`config.mk`:
```
export PLATFORM = sky130hd
export DESIGN_NAME = iob_native_wb_bridge_flat
export DESIGN_NICKNAME = d
export VERILOG_FILES = /design/src/rtl/iob_native_wb_bridge_if.sv /design/src/rtl/iob_native_wb_bridge.sv /design/src/flat_wrapper.sv
export SDC_FILE = /design/constraint.sdc
export NUM_CORES = 1
export LEC_CHECK = 0
export CORE_ASPECT_RATIO = 1.25
export CORE_MARGIN = 2
export CORE_UTILIZATION = 41
export CTS_CLUSTER_DIAMETER = 60
export DETAILED_ROUTE_END_ITERATION = 7
export PLACE_DENSITY = 0.78
export SLEW_MARGIN = 40
export SYNTH_ARGS = -nofsm -noshare
export SYNTH_HDL_FRONTEND = slang
export SYNTH_SLANG_ARGS = --single-unit
```
`constraint.sdc`:
```
create_clock -name clk_i -period 1.7 [get_ports clk_i]
set_clock_uncertainty 0.2 [all_clocks]
set_input_delay 0.34 -clock clk_i [delete_from_list [all_inputs] [get_ports clk_i]]
set_output_delay 0.34 -clock clk_i [all_outputs]
set_load 0.03 [all_outputs]
```
`src/rtl/iob_native_wb_bridge_if.sv`:
```
// Bundles the native request/response signals with the Wishbone master signals.
// "master" is the bridge's view; "slave" is the view of the native requester and the Wishbone slave.
interface iob_native_wb_bridge_if #(
    parameter int ADDR_W = 10,
    parameter int DATA_W = 32
);
    logic                  valid;
    logic [ADDR_W-1:0]     address;
    logic [DATA_W-1:0]     wdata;
    logic [DATA_W/8-1:0]   wstrb;
    logic [DATA_W-1:0]     rdata;
    logic                  ready;

    logic [ADDR_W+1:0]     wb_adr_o;
    logic [DATA_W-1:0]     wb_dat_o;
    logic [DATA_W/8-1:0]   wb_sel_o;
    logic                  wb_we_o;
    logic                  wb_cyc_o;
    logic                  wb_stb_o;
    logic [DATA_W-1:0]     wb_dat_i;
    logic                  wb_ack_i;
    logic                  wb_err_i;

    modport master (
        input  valid, address, wdata, wstrb, wb_dat_i, wb_ack_i, wb_err_i,
        output rdata, ready, wb_adr_o, wb_dat_o, wb_sel_o, wb_we_o, wb_cyc_o, wb_stb_o
    );

    modport slave (
        output valid, address, wdata, wstrb, wb_dat_i, wb_ack_i, wb_err_i,
        input  rdata, ready, wb_adr_o, wb_dat_o, wb_sel_o, wb_we_o, wb_cyc_o, wb_stb_o
    );
endinterface

```
`src/rtl/iob_native_wb_bridge.sv`:
```
// Native valid/ready register port to single Wishbone classic-cycle master transfers,
// with a bus-timeout watchdog and sticky error/overrun flags.
module iob_native_wb_bridge #(
    parameter int ADDR_W  = 10,
    parameter int DATA_W  = 32,
    parameter int TIMEOUT = 255,
    parameter int TO_W    = 8
) (
    input  logic                   clk_i,
    input  logic                   arst_n_i,
    iob_native_wb_bridge_if.master bus,
    input  logic                   err_clr_i,
    output logic                   err_o,
    output logic                   ovr_o
);
    localparam int SEL_W = DATA_W / 8;

    typedef enum logic [1:0] {IDLE, BUS, DONE} state_t;

    state_t              state_q, state_d;
    logic [ADDR_W-1:0]   adr_q, adr_d;
    logic [DATA_W-1:0]   dat_q, dat_d;
    logic [SEL_W-1:0]    sel_q, sel_d;
    logic                we_q, we_d;
    logic [TO_W-1:0]     cnt_q, cnt_d;
    logic [DATA_W-1:0]   rdata_q, rdata_d;
    logic                err_q, err_d;
    logic                ovr_q, ovr_d;
    logic                set_err;

    always_ff @(posedge clk_i or negedge arst_n_i) begin
        if (!arst_n_i) begin
            state_q <= IDLE;
            adr_q   <= '0;
            dat_q   <= '0;
            sel_q   <= '0;
            we_q    <= 1'b0;
            cnt_q   <= '0;
            rdata_q <= '0;
            err_q   <= 1'b0;
            ovr_q   <= 1'b0;
        end else begin
            state_q <= state_d;
            adr_q   <= adr_d;
            dat_q   <= dat_d;
            sel_q   <= sel_d;
            we_q    <= we_d;
            cnt_q   <= cnt_d;
            rdata_q <= rdata_d;
            err_q   <= err_d;
            ovr_q   <= ovr_d;
        end
    end

    always_comb begin
        state_d = state_q;
        adr_d   = adr_q;
        dat_d   = dat_q;
        sel_d   = sel_q;
        we_d    = we_q;
        cnt_d   = cnt_q;
        rdata_d = rdata_q;
        set_err = 1'b0;
        case (state_q)
            IDLE: begin
                if (bus.valid) begin
                    adr_d   = bus.address;
                    dat_d   = bus.wdata;
                    we_d    = |bus.wstrb;
                    sel_d   = (|bus.wstrb) ? bus.wstrb : '1;
                    cnt_d   = '0;
                    state_d = BUS;
                end
            end
            BUS: begin
                cnt_d = cnt_q + 1'b1;
                // Error outranks a simultaneous ack; timeout only fires if neither arrived.
                if (bus.wb_err_i) begin
                    rdata_d = '1;
                    set_err = 1'b1;
                    state_d = DONE;
                end else if (bus.wb_ack_i) begin
                    rdata_d = we_q ? '0 : bus.wb_dat_i;
                    state_d = DONE;
                end else if (cnt_q == TO_W'(TIMEOUT - 1)) begin
                    rdata_d = '1;
                    set_err = 1'b1;
                    state_d = DONE;
                end
            end
            DONE:    state_d = IDLE;
            default: state_d = IDLE;
        endcase
        err_d = err_clr_i ? 1'b0 : (err_q | set_err);
        ovr_d = err_clr_i ? 1'b0 : (ovr_q | (bus.valid && (state_q != IDLE)));
    end

    always_comb begin
        bus.wb_cyc_o = 1'b0;
        bus.wb_stb_o = 1'b0;
        bus.wb_we_o  = 1'b0;
        bus.wb_adr_o = '0;
        bus.wb_dat_o = '0;
        bus.wb_sel_o = '0;
        bus.ready    = 1'b0;
        bus.rdata    = '0;
        if (state_q == BUS) begin
            bus.wb_cyc_o = 1'b1;
            bus.wb_stb_o = 1'b1;
            bus.wb_we_o  = we_q;
            bus.wb_adr_o = {adr_q, 2'b00};
            bus.wb_dat_o = dat_q;
            bus.wb_sel_o = sel_q;
        end
        if (state_q == DONE) begin
            bus.ready = 1'b1;
            bus.rdata = rdata_q;
        end
    end

    assign err_o = err_q;
    assign ovr_o = ovr_q;
endmodule
```
`src/flat_wrapper.sv`:
```
// flat-port wrapper written by rule: the top's interface ports become plain ports
module iob_native_wb_bridge_flat 
#(
    parameter int ADDR_W  = 10,
    parameter int DATA_W  = 32,
    parameter int TIMEOUT = 255,
    parameter int TO_W    = 8
)
  (clk_i, arst_n_i, err_clr_i, err_o, ovr_o, bus_valid, bus_address, bus_wdata, bus_wstrb, bus_wb_dat_i, bus_wb_ack_i, bus_wb_err_i, bus_rdata, bus_ready, bus_wb_adr_o, bus_wb_dat_o, bus_wb_sel_o, bus_wb_we_o, bus_wb_cyc_o, bus_wb_stb_o);
  iob_native_wb_bridge_if #(.ADDR_W(ADDR_W), .DATA_W(DATA_W)) bus_i ();
  input  logic clk_i;
  input  logic arst_n_i;
  input  logic err_clr_i;
  output logic err_o;
  output logic ovr_o;
  input wire logic [$bits(bus_i.valid)-1:0] bus_valid;
  input wire logic [$bits(bus_i.address)-1:0] bus_address;
  input wire logic [$bits(bus_i.wdata)-1:0] bus_wdata;
  input wire logic [$bits(bus_i.wstrb)-1:0] bus_wstrb;
  input wire logic [$bits(bus_i.wb_dat_i)-1:0] bus_wb_dat_i;
  input wire logic [$bits(bus_i.wb_ack_i)-1:0] bus_wb_ack_i;
  input wire logic [$bits(bus_i.wb_err_i)-1:0] bus_wb_err_i;
  output wire logic [$bits(bus_i.rdata)-1:0] bus_rdata;
  output wire logic [$bits(bus_i.ready)-1:0] bus_ready;
  output wire logic [$bits(bus_i.wb_adr_o)-1:0] bus_wb_adr_o;
  output wire logic [$bits(bus_i.wb_dat_o)-1:0] bus_wb_dat_o;
  output wire logic [$bits(bus_i.wb_sel_o)-1:0] bus_wb_sel_o;
  output wire logic [$bits(bus_i.wb_we_o)-1:0] bus_wb_we_o;
  output wire logic [$bits(bus_i.wb_cyc_o)-1:0] bus_wb_cyc_o;
  output wire logic [$bits(bus_i.wb_stb_o)-1:0] bus_wb_stb_o;
  assign bus_i.valid = bus_valid;
  assign bus_i.address = bus_address;
  assign bus_i.wdata = bus_wdata;
  assign bus_i.wstrb = bus_wstrb;
  assign bus_i.wb_dat_i = bus_wb_dat_i;
  assign bus_i.wb_ack_i = bus_wb_ack_i;
  assign bus_i.wb_err_i = bus_wb_err_i;
  assign bus_rdata = bus_i.rdata;
  assign bus_ready = bus_i.ready;
  assign bus_wb_adr_o = bus_i.wb_adr_o;
  assign bus_wb_dat_o = bus_i.wb_dat_o;
  assign bus_wb_sel_o = bus_i.wb_sel_o;
  assign bus_wb_we_o = bus_i.wb_we_o;
  assign bus_wb_cyc_o = bus_i.wb_cyc_o;
  assign bus_wb_stb_o = bus_i.wb_stb_o;
  iob_native_wb_bridge #(.ADDR_W(ADDR_W), .DATA_W(DATA_W), .TIMEOUT(TIMEOUT), .TO_W(TO_W)) u_core (.clk_i(clk_i), .arst_n_i(arst_n_i), .bus(bus_i), .err_clr_i(err_clr_i), .err_o(err_o), .ovr_o(ovr_o));
endmodule
```
After elaboration in Yosys (flattened, before gate mapping) --
Cells that the tools add are included.
Word-level totals: bits of input ports 84, memories 0, memory bits (writable) 0, bits in read-only memories 0, latch bits 0, output and inout port bits 86, logic and storage cells 52, flip-flop bits (word level) 91
Cells by class: magnitude comparators 0, bitwise operators 2, multiplexer cells 25, shifts and indexed selects 0, multipliers 0, $add $sub $neg 1, reduce and logical (&&, ||, !) cells 10, eq/ne operators 5, div/mod/pow operators 0
Operators with widths (count):
- 32-bit 2-to-1 mux | 6
- 8-bit case mux with 2 select lines | 1
- 12-bit 2-to-1 mux | 1
- 1-bit 2-to-1 mux | 9
- 8-bit by 1-bit adder with 8-bit output, second input constant | 1
- 8-bit equality test, second input constant | 1
- 2-bit 2-to-1 mux | 4
- 4-bit 2-to-1 mux | 2
- 8-bit 2-to-1 mux | 1
- 2-bit AND reduction | 4
- 4-bit by 3-bit != test with 1-bit output, second input constant | 1
- 2-bit case mux with 2 select lines | 1
- 2-bit nonzero test | 2
- 4-bit OR reduction | 1
- 3-bit nonzero test | 1
- 2-bit by 1-bit equality test with 1-bit output, second input constant | 1
- 2-bit equality test, second input constant | 1
- 2-bit logical NOT | 1
- 2-bit != test, second input constant | 1
- 1-bit OR | 2
- 1-bit logical AND | 1

Depth between registers and ports, before layout --
Gate-level depths: netlist (run 1).
depth after elaboration 7, mapped depth 6, mapped depth without buffers 4

Worst setup path before layout (run 1) --
Ideal clock, no wire load.
kind register -> output, start point reg u_core.state_q[1], end point out bus_wb_dat_o[20], arrival time 1.322 ns, cell stages (with the launch flop) 5, path buffers 1, data required time 1.160 ns, setup slack -0.162 ns, cell sequence dfrtp_1 > nand2b_2 > inv_2 > buf_2 > and2_1
On the way: longest elaborated chain between the ends 2
Ends and longest elaborated chain:
- from (decl) | RTL line iob_native_wb_bridge.sv:20 | state_t state_q, state_d;
- from (signal assigned) | RTL line iob_native_wb_bridge.sv:43 | state_q <= state_d;
- 2-bit by 1-bit equality test with 1-bit output | RTL line iob_native_wb_bridge.sv:107 | if (state_q == BUS) begin
- 32-bit 2-to-1 mux | RTL line iob_native_wb_bridge.sv:107
- to (decl) | RTL line flat_wrapper.sv:26 | output wire logic [$bits(bus_i.wb_dat_o)-1:0] bus_wb_dat_o;
Every way passes these cells.

Worst setup path in the final report (run 1) --
start point reg u_core.state_q[1], end point out bus_wb_dat_o[24]
The elaborated chain is that of the path after synthesis.

==> metrics.md, run 1 <==
| Metric | Value |
|---|---|
| Outcome | `finished, violations left` |
| Failing checks | `setup timing` |
| WL/cell | `between 15 and 20 µm` |
| Post-synthesis average cell area | `around 8.7 µm²` |
| Worst min path class | `in2async` |
| GRT Total Usage | `a little over a fifth` |
| Row count | `43` |
| Detail Placement HPWL | `8710 µm` |
| Final hold slack | `0.2683 ns` |
| Synth area leader | `dfrtp_1` |
| Unrepaired setup endpoints after global routing | `true` |
| CP max-delay cell | `dfrtp_1` |
| Initial antenna violation count | `0` |
| Vias in the first global route | `4379` |
| Clock Sink Count | `between 90 and 100` |
| Tcrit/Tclk final | `118.0%` |
| Reg2reg start | `u_core.state_q[1]` |
| CTS tree | `built` |
| Antenna-violating nets left | `0` |
| Port buffer count | `between 150 and 200` |
| Die height | `122.5 µm` |
| Max-slew headroom | `58.84%` |
| Most frequent CP cell | `buf_6` |
| DR vias/cell | `5.169` |
| Cell Area, Synth | `around 4600 µm²` |
| Gp weighted congestion | `0.7997` |
| I/O pin count | `170` |
| Placed cell areas | `6466 µm²` |
| Total grt overflow | `0` |
| Worst-Skew Late Latency | `0.33 ns` |
| CP cell instances | `nand2b_4 -> inv_8 -> buf_6 -> and2_2 -> buf_6` |
| Tmin final | `~2 ns` |
| Core footprint | `11030 µm²` |
| Root Buffer | `clkbuf_16` |
| Commonest non-fill, non-tap cell in the layout | `nand2_1` |
| Final Instance Area | `between 7000 and 8000 µm²` |
| # DRC | `0` |
| Via count | `4409` |
| Max Cap Violations | `0` |
| Crit. Startpoint | `u_core.state_q[1]` |
| Slew Limit Fails | `0` |
| ANT cells | `0` |
| TritonRoute pass-1 iters | `5` |
| Max Buffers Root-to-Sink | `2` |
| CP Data Required Time | `1.16 ns` |
| Dpl ws | `-0.3734 ns` |
| Fmax | `between 0.4 and 0.5 GHz` |
| Largest net degree at the start of global routing | `40` |
| Peak VDD IR | `0.7478 mV` |
| PwrDens | `between 1000 and 1500 nW/µm²` |
| Crit path kind | `reg2out` |
| H-tree Lvls | `3` |
| P_leak | `3.531 nW` |
| Final Setup Violations | `170` |
| Clk pin slew, worst setup/hold paths | `0.07 ns` |
| Area fraction of the dominant cell type after synthesis | `49.43%` |
| Synth warnings | `0` |
| Slew at the pin closest to its max-slew limit | `0.6174 ns` |
| CP endpoint kind | `output port` |
| Top cells by area, synth | `dfrtp_1, nand2_1, and2_1` |
| Cell count of the worst reg-to-reg path | `8` |
| #FFs+latches synth | `91` |
| Width of the chip | `between 90 and 100 µm` |
| 1st-iter DRT viols | `approximately 170` |
| Setup WS post-layout | `-0.3064 ns` |
| Layout area overhead | `64.01%` |
| Initial core utilization | `41.77%` |
| First-pass GRT wire length | `between 20000 and 25000 µm` |
| Library cells used by synthesis | `39` |
| Critical Path Max Stage Delay | `0.41 ns` |
| Overall power | `10.23 mW` |
| # nets final | `799` |
| Synth Instances | `531` |
| Fraction of layout cells with a size suffix above 1 | `36.35%` |
| Arr. time, crit path | `1.47 ns` |
| TritonCTS Buffers | `9` |
| DRT Wirelength | `13460 µm` |
| Final hold viol count | `0` |
| Maximum fanout along the worst path | `9` |
| Setup crit start kind | `register` |
| Post-synthesis sequential area ratio | `49.43%` |
| Most frequent cells in the layout | `nand2_1, dfrtp_1, buf_6` |
| Total die area | `12110 µm²` |
==> routing by layer <==
metal  up-vias  part of all wire, %  track usage (%)  routed length [µm]
li1       2090                    -                -                   -
met1      2141                   41            27.11                5563
met2       160                   50            37.71                6774
met3        18                  6.9            5.638                 933
met4         0                  1.4            6.164                 186
met5         -                    0                0                   0
==> registers in the layout, indices dropped and copies added, names as in the netlist <==
name,cells
u_core.dat_q,32
u_core.rdata_q,32
u_core.adr_q,10
u_core.cnt_q,8
u_core.sel_q,4
u_core.state_q,2
u_core.err_o,1
u_core.ovr_o,1
u_core.we_q,1
==> final timing paths <==
check                                          to  slack [ns]
worst min-delay path              u_core.cnt_q[7]        0.27
worst max-delay path             bus_wb_dat_o[24]       -0.31
min in group clk_i                u_core.sel_q[3]        0.27
worst min register to register    u_core.sel_q[3]        0.27
max in group asynchronous       u_core.state_q[0]        0.50
worst max register to register  u_core.rdata_q[7]       -0.27
==> layout make-up <==
cell class                 instances  area (µm²)
clock buffer                      11       252.7
clock inverter                     5       35.03
fill                             797        3473
inverter                           3       18.77
multi-input combinational        398        2466
sequential                        91        2278
tap                              135       168.9
timing repair buffer             210        2336
==> Yosys cell counts (all sizes together) <==
master,n
or3,1
nand3,3
o41ai,1
and4,1
a21oi,37
o311ai,1
nor3b,2
inv,3
dfrtp,91
a31o,1
nor3,4
or2,1
nand4,2
or3b,1
nor2,33
mux2i,3
buf,26
o22ai,33
ha,2
nand2,142
nor2b,33
and4b,1
nand2b,1
and2,79
o21ai,10
clkbuf,14
o21bai,1
a41oi,1
nor4,1
nand4bb,1
conb,1
==> per-stage QoR <==
stage / instances / util [%] / setup TNS, ns
final: 853 / 68.51 / -34.62
after global routing: 853 / 68.51 / -45.50
after CTS: 848 / 66.31 / -26.05
after detailed placement: 823 / 58.63 / -21.80
after global placement: 823 / 58.63 / -19.61
after floorplan: 532 / - / -0.1314
==> where the power goes <==
| group | internal, mW | switching, mW | leakage [nW] |
|---|---|---|---|
| clock network | 1.08 | 0.829 | 0.142 |
| registers | 2.99 | 0.653 | 1.10 |
| logic | 2.33 | 2.35 | 2.29 |
==> repair_timing <==
item	4_1_cts	5_1_grt
resized for setup	109	41
pin swaps	7	13
hold endpoints to repair	24	0
endpoints found under the setup margin	106	169
setup buffers	4	5
hold buffers	1	0
gates cloned	4	1
==> worst max-delay path, delay by kind of cell (launching register included) <==
family / cells / cell delay [ns]
DFF: 1 / 0.41
buffers and inverters: 3 / 0.37
and+or+nand+nor: 2 / 0.34
==> cell families after synthesis <==
logic type	share of synthesized area, %
DFF	49.43
muxes	0.6518
adders and majority gates	0.5431
AOI/OAI and AO/OA	10.59
other	0.08140
and+or+nand+nor	32.70
buffers and inverters	6.002
(Power assumes the default switching activity.)
==> inputs of run 2 (changes only) <==
--- a/config.mk
+++ b/config.mk
@@ -9,6 +9,7 @@
 export CORE_MARGIN = 2
 export CORE_UTILIZATION = 41
 export CTS_CLUSTER_DIAMETER = 60
+export CTS_CLUSTER_SIZE = 28
 export DETAILED_ROUTE_END_ITERATION = 7
 export PLACE_DENSITY = 0.78
 export SLEW_MARGIN = 40
==> results of run 2 <==
Same layout as run 1: the final DEF is identical, and so are final timing and power.
